===== src/rtl/ir_fetch_seq.sv =====
// ----------------------------------------------------------------------------
// ir_fetch_seq
// Two-byte instruction fetch sequencer placed downstream of the address
// register file (ARF). It puts PC on the ARF B port and uses it as the memory
// address. It reads the low and then the high instruction byte through a ready
// handshake, and pulses the ARF increment after each byte. It then presents
// the assembled 16-bit instruction register.
//
// Parameters
//   TIMEOUT        consecutive not-ready cycles in a request state before the
//                  fetch aborts (1..255)
// Ports
//   clk, rst_n     clock, asynchronous active-low reset
//   start          request one fetch (sampled only in IDLE)
//   pc_addr        ARF out_b (PC while arf_out_b_sel = 2'b11)
//   mem_data       memory read data, valid with mem_rdy
//   mem_rdy        memory read complete
//   mem_rd         memory read request
//   mem_addr       memory address (pc_addr while mem_rd, else 0)
//   arf_out_b_sel  ARF out_b_sel
//   arf_funsel     ARF funsel (2'b01 = increment)
//   arf_r_sel      ARF r_sel (bit 0 = PC enable)
//   ir             assembled instruction {second byte, first byte}
//   ir_valid       one-cycle pulse, ir updated this cycle
//   busy           high in every state except IDLE
//   fetch_err      one-cycle pulse, fetch aborted on timeout
// ----------------------------------------------------------------------------
module ir_fetch_seq #(
    parameter int unsigned TIMEOUT = 15
) (
    input  logic        clk,
    input  logic        rst_n,
    input  logic        start,
    input  logic [7:0]  pc_addr,
    input  logic [7:0]  mem_data,
    input  logic        mem_rdy,
    output logic        mem_rd,
    output logic [7:0]  mem_addr,
    output logic [1:0]  arf_out_b_sel,
    output logic [1:0]  arf_funsel,
    output logic [3:0]  arf_r_sel,
    output logic [15:0] ir,
    output logic        ir_valid,
    output logic        busy,
    output logic        fetch_err
);

    localparam int unsigned CNT_W = $clog2(TIMEOUT + 1);

    localparam logic [1:0] OUT_B_PC  = 2'b11;
    localparam logic [1:0] FUN_INC   = 2'b01;
    localparam logic [3:0] RSEL_PC   = 4'b0001;

    typedef enum logic [2:0] {
        S_IDLE  = 3'd0,
        S_REQ_L = 3'd1,
        S_INC_L = 3'd2,
        S_REQ_H = 3'd3,
        S_INC_H = 3'd4,
        S_DONE  = 3'd5,
        S_ERR   = 3'd6
    } state_e;

    state_e             state_q, state_d;
    logic [CNT_W-1:0]   wait_cnt_q, wait_cnt_d;
    logic [7:0]         lo_q, lo_d;
    logic [7:0]         hi_q, hi_d;
    logic [15:0]        ir_q, ir_d;
    logic               timeout_hit;

    // The not-ready cycle that would bring the counter up to TIMEOUT aborts.
    assign timeout_hit = (wait_cnt_q == CNT_W'(TIMEOUT - 1));

    // State and datapath registers.
    always_ff @(posedge clk or negedge rst_n) begin
        if (!rst_n) begin
            state_q    <= S_IDLE;
            wait_cnt_q <= '0;
            lo_q       <= 8'h00;
            hi_q       <= 8'h00;
            ir_q       <= 16'h0000;
        end else begin
            state_q    <= state_d;
            wait_cnt_q <= wait_cnt_d;
            lo_q       <= lo_d;
            hi_q       <= hi_d;
            ir_q       <= ir_d;
        end
    end

    // Next-state logic.
    always_comb begin
        state_d = state_q;
        case (state_q)
            S_IDLE: begin
                if (start) begin
                    state_d = S_REQ_L;
                end
            end
            S_REQ_L: begin
                if (mem_rdy) begin
                    state_d = S_INC_L;
                end else if (timeout_hit) begin
                    state_d = S_ERR;
                end
            end
            S_INC_L: begin
                state_d = S_REQ_H;
            end
            S_REQ_H: begin
                if (mem_rdy) begin
                    state_d = S_INC_H;
                end else if (timeout_hit) begin
                    state_d = S_ERR;
                end
            end
            S_INC_H: begin
                state_d = S_DONE;
            end
            S_DONE: begin
                state_d = S_IDLE;
            end
            S_ERR: begin
                state_d = S_IDLE;
            end
            default: begin
                state_d = S_IDLE;
            end
        endcase
    end

    // Wait counter, byte staging and IR load.
    always_comb begin
        wait_cnt_d = wait_cnt_q;
        lo_d       = lo_q;
        hi_d       = hi_q;
        ir_d       = ir_q;
        case (state_q)
            // Both exits into a request state clear the counter.
            S_IDLE, S_INC_L: begin
                wait_cnt_d = '0;
            end
            S_REQ_L: begin
                if (mem_rdy) begin
                    lo_d = mem_data;
                end else begin
                    wait_cnt_d = wait_cnt_q + CNT_W'(1);
                end
            end
            S_REQ_H: begin
                if (mem_rdy) begin
                    hi_d = mem_data;
                end else begin
                    wait_cnt_d = wait_cnt_q + CNT_W'(1);
                end
            end
            // Both bytes land in IR together on the edge that enters DONE.
            S_INC_H: begin
                ir_d = {hi_q, lo_q};
            end
            default: begin
                wait_cnt_d = wait_cnt_q;
            end
        endcase
    end

    // Moore outputs decoded from the state register.
    always_comb begin
        mem_rd        = 1'b0;
        mem_addr      = 8'h00;
        arf_out_b_sel = 2'b00;
        arf_funsel    = 2'b00;
        arf_r_sel     = 4'b0000;
        ir_valid      = 1'b0;
        fetch_err     = 1'b0;
        busy          = (state_q != S_IDLE);
        case (state_q)
            S_REQ_L, S_REQ_H: begin
                mem_rd        = 1'b1;
                arf_out_b_sel = OUT_B_PC;
                mem_addr      = pc_addr;
            end
            S_INC_L, S_INC_H: begin
                arf_r_sel  = RSEL_PC;
                arf_funsel = FUN_INC;
            end
            S_DONE: begin
                ir_valid = 1'b1;
            end
            S_ERR: begin
                fetch_err = 1'b1;
            end
            default: begin
                mem_rd = 1'b0;
            end
        endcase
    end

    assign ir = ir_q;

endmodule


===== config.mk =====
export PLATFORM = sky130hd
export DESIGN_NAME = ir_fetch_seq
export DESIGN_NICKNAME = d
export VERILOG_FILES = /design/src/rtl/ir_fetch_seq.sv
export SDC_FILE = /design/constraint.sdc
export NUM_CORES = 1
export LEC_CHECK = 0
export CAP_MARGIN = 10
export CORE_MARGIN = 5
export CORE_UTILIZATION = 49
export DETAILED_ROUTE_END_ITERATION = 12
export PLACE_DENSITY = 0.88
export SETUP_SLACK_MARGIN = 0.3
export SYNTH_ARGS = -nofsm -noshare
export SYNTH_HDL_FRONTEND = slang
export SYNTH_SLANG_ARGS = --single-unit

===== constraint.sdc =====
create_clock -name clk -period 2.67 [get_ports clk]
set_input_delay 0.534 -clock clk [delete_from_list [all_inputs] [get_ports clk]]
set_output_delay 0.534 -clock clk [all_outputs]
set_load 0.01 [all_outputs]

# Word level (Yosys, flattened, before mapping)
# Cells that the tools add are included.
dict set report word_totals {
  register_bits 39
  input_bits 20
  out_inout_bits 36
  wordCells 38
}
dict set report op_classes {
  addsub 1
  n_eq_ne 9
  mux 14
  n_reduce_logical 9
}
# cell count
set op_table {}
lappend op_table {{$pmux W3 S5} 1}
lappend op_table {{$mux W3} 4}
lappend op_table {{$eq A3 B3 Y1 const B} 3}
lappend op_table {{$mux W8} 1}
lappend op_table {{$pmux W4 S2} 1}
lappend op_table {{$eq A3 B2 Y1 const B} 2}
lappend op_table {{$reduce_and A2 Y1} 3}
lappend op_table {{$reduce_or A2 Y1} 3}
lappend op_table {{$mux W1} 5}
lappend op_table {{$add A4 B1 Y4 const B} 1}
lappend op_table {{$eq A4 B4 Y1 const B} 1}
lappend op_table {{$mux W4} 1}
lappend op_table {{$ne A2 B2 Y1 const B} 2}
lappend op_table {{$eq A3 B1 Y1 const B} 1}
lappend op_table {{$logic_not A3 Y1} 1}
lappend op_table {{$reduce_bool A3 Y1} 1}
lappend op_table {{$mux W2} 1}
lappend op_table {{$reduce_bool A2 Y1} 1}

# Depth between registers and ports, before layout
dict set report depth {
  ltp_word 4
  depth_mapped 5
  depth_no_buf 5
}

# Worst setup path before layout
# Ideal clock, no wire load.
dict set report synth_timing {
  path_type {register to output}
  from {reg state_q[2]}
  to {out arf_r_sel[0]}
  arrival_ps 1192
  setup_slack_ps 944
  stages_incl_launch_ff 6
  path_buffers 3
  cell_sequence {dfrtp_1 -> buf_2 -> clkbuf_1 -> xnor2_1 -> nor2_1 -> buf_4}
}
dict set report synth_via {
  elab_chain_cells 3
}
# element line_no
set synth_rtl {}
lappend synth_rtl {{from (decl)} 64} ;# state_e state_q, state_d;
lappend synth_rtl {{from (signal assigned)} 83} ;# state_q <= state_d;
lappend synth_rtl {{$eq A3 B3 Y1 / $eq A3 B2 Y1 (equally long branches)} 177} ;# case (state_q)
lappend synth_rtl {{$reduce_or A2 Y1 (*)} 177}
lappend synth_rtl {{$mux W1 (*)} 177}
lappend synth_rtl {{to (decl)} 41} ;# output logic [3:0] arf_r_sel,
# Mark *: on every way between the ends. The rest lies on a longest branch, timed or not.

# Worst setup path after layout
dict set report layout_timing {
  from {reg state_q[2]}
  to {out fetch_err}
}
dict set report layout_via {
  elab_chain_cells 2
}
# element line_no
set layout_rtl {}
lappend layout_rtl {{$eq A3 B3 Y1} 177}
lappend layout_rtl {{$mux W1} 177}
lappend layout_rtl {{to (decl)} 45} ;# output logic fetch_err
# Every way passes these cells.

==> reports/summary.txt <==
fraction of synthesized area in multiplexers - 0.232
Mapped Cells - 130
CTS Root Cell - clkbuf_4
Die ar. - 4940 um2
fin crit share - 0.844
outcome - finished, final reports clean
GP Congestion - 0.846
CP Capture Type - primary output
cell area after layout - 2390 um2
Worst-Margin Slew - 0.822 ns
area of the core - 3580 um2
Reg-to-Reg Start - state_q[0]$_DFFE_PN0P_
vias - 1160
Reg2Reg Setup Slack - 0.94 ns
PortBufs - 51
crit path from - state_q[2]$_DFFE_PN0P_
global-route wire length before repair - 6110 um
maximum clock rate - 0.444 GHz
Setup WS pre-CTS - 0.332 ns
R2R Path End - hi_q[5]$_DFFE_PN0P_
die height - 70.3 um
CTS Buffer Depth - 2
grt met1 use - 0.187
chip width - 70.3 um
CTS clk-pin slew, worst paths - 0.13 ns
Tmin final - 2.25 ns
ANT nets after route - 0
CP Max Fanout - 16
Setup CP Type - register to primary output
setup violators final - 0
Finished Layout Cells - 230
vias in the first global route - 1254
Lkg Pwr - 1.10 nW
hpwl dp - 2770 um
n_diodes - 0
Worst slew margin - 0.452
nets - 203
Post-Synth XOR/XNOR Area - 0.00492
critical path arrival - 1.72 ns
Pwr Total - 2.75 mW
cell with the largest stage delay on the worst path - clkdlybuf4s50_1
highest-count cells in the layout ignoring fill and taps - clkdlybuf4s50_1, dfrtp_1, mux2_2
Seq cells post-synth - 39
setup TNS - 0 ns
crit start category - register
maximum vdd drop - 0.000649 V
Compound-Gate Fraction of Synth Area - 0.0394
largest net degree at the start of global routing - 40
HP Class - input port to asynchronous set/reset pin
Mapped Avg Cell Area - 13.7 um2
Clock Skew - 0.0182 ns
largest family of logic cells by synthesized area - multiplexers
max-slew violation count - 0
max incr delay on CP - 0.56 ns
total of max-cap violations - 0
I/O pin total - 56
Critical Path RT - 2.14 ns
postcts setup bufs - 0
Routed Wire Length - 3730 um
PwrDens - 1150 nW/um2
Initial Utilization - 0.498
First-pass DRT Iterations - 4
critical path cell sequence - buf_6 -> nor3b_1 -> clkdlybuf4s50_1
Rows - 22
hold slack - 0.262 ns
hold_buf cts - 0
DP Cell Count - 222
M3 GR Usage - 0.0576
GRT Overall Usage - 0.158
Worst-Skew Late Latency - 0.35 ns
Final Util - 0.668
global route hottest layer - met2
RSZ-0062 raised after global routing - false
Syn-to-layout area delta - 34.2%
share of cells above drive strength 1 - 0.280
clock tree from TritonCTS - built
grt met2 use - 0.268
sequential area share after synthesis - 0.548
global route overflow - 0
wire per inst - 16.2 um
DP Area - 2290 um2
Sink Count - 39
synth warn - 0
commonest non-fill, non-tap cell in the layout - clkdlybuf4s50_1
Final WS setup - 0.417 ns
Synth cell types - 29
Critical Path End - fetch_err
Reg2Reg Depth - 4
final hold violations - 0
Simple-Gate Fraction of Synth Area - 0.102
Starting DRT DRC Count - 30
remaining routing DRC violations - 0
CTS buffer count - 5
Synth Area in Adders - 0.0141
vias per inst - 5.04
initial antenna violation count - 0
cell area after synthesis - 1780 um2
H-tree levels - 2
[final cells by class]
| type | instances | area (um2) |
|---|---|---|
| clock buffer | 5 | 37.5 |
| inverter | 2 | 7.51 |
| tap | 48 | 60.1 |
| fill | 282 | 1190 |
| timing repair buffer | 55 | 543 |
| sequential | 39 | 977 |
| clock inverter | 3 | 43.8 |
| multi-input combinational | 78 | 721 |
[cell usage after synthesis]
cell	count	area [um2]
conb_1	1	3.75
mux2_4	8	120
xnor2_1	1	8.76
clkbuf_1	3	11.3
a22o_1	3	26.3
nor3_2	1	10.0
nand2_1	2	7.51
o21ai_0	2	10.0
and3_1	3	18.8
nor3b_4	1	18.8
o31ai_1	1	7.51
nor2b_1	2	12.5
buf_2	1	5.00
nand3b_1	1	7.51
nand4b_1	1	8.76
inv_1	2	7.51
and2_1	8	50.1
nor3b_1	2	15.0
buf_6	1	11.3
buf_4	9	67.6
nor2_1	4	15.0
or3_1	2	12.5
o211a_1	1	10.0
ha_1	2	25.0
mux2_2	26	293
nand3_1	1	5.00
a211o_1	1	8.76
a211oi_1	1	7.51
dfrtp_1	39	976
[critical path, delay by kind of cell, from the launching register on]
| kind | cells | cell delay (ns) |
|---|---|---|
| and+or+nand+nor | 1 | 0.20 |
| buffers and inverters | 2 | 0.74 |
| DFF | 1 | 0.42 |
[layer usage]
metal  up-vias  wire length, um
li1        545                -
met1       569             1530
met2        40             1900
met3         6              254
met4         0               38
met5         -                0
[what timing repair did]
| item | in CTS | in global routing |
|---|---|---|
| resized for setup | 2 | 5 |
| hold endpoints to repair | 0 | 0 |
| setup endpoints to repair | 12 | 11 |
| gates cloned | 0 | 0 |
[registers in the layout, indices dropped and copies added, names as in the netlist]
register	flops
hi_q	8
wait_cnt_q	4
lo_q	8
ir	16
state_q	3
[kinds of logic after synthesis]
logic type,count (synthesis)
buffers and inverters,16
other,1
AO/OA/AOI/OAI,9
AND/OR/NAND/NOR,28
multiplexers,34
XOR/XNOR,1
flip-flops,39
adder cells (fa/ha/maj),2
[where the power goes]
part / internal [mW] / switching (mW) / total [mW]
logic: 0.803 / 0.493 / 1.30
clock network: 0.197 / 0.205 / 0.402
registers: 0.868 / 0.181 / 1.05
total: 1.87 / 0.880 / 2.75
[how the worst min path moves through the flow]
| stage | start | to | cells after the start | slack, ns |
|---|---|---|---|---|
| floorplan | rst_n | hi_q[0]$_DFFE_PN0P_ | 0 | 0.24 |
| global placement | lo_q[6]$_DFFE_PN0P_ | ir[6]$_DFFE_PN0P_ | 1 | 0.48 |
| detailed placement | lo_q[5]$_DFFE_PN0P_ | lo_q[5]$_DFFE_PN0P_ | 1 | 0.49 |
| CTS | rst_n | lo_q[3]$_DFFE_PN0P_ | 1 | 0.29 |
| global route | rst_n | ir[6]$_DFFE_PN0P_ | 1 | 0.32 |
| finish | rst_n | ir[6]$_DFFE_PN0P_ | 1 | 0.26 |
Power figures use the tool's default switching activity.
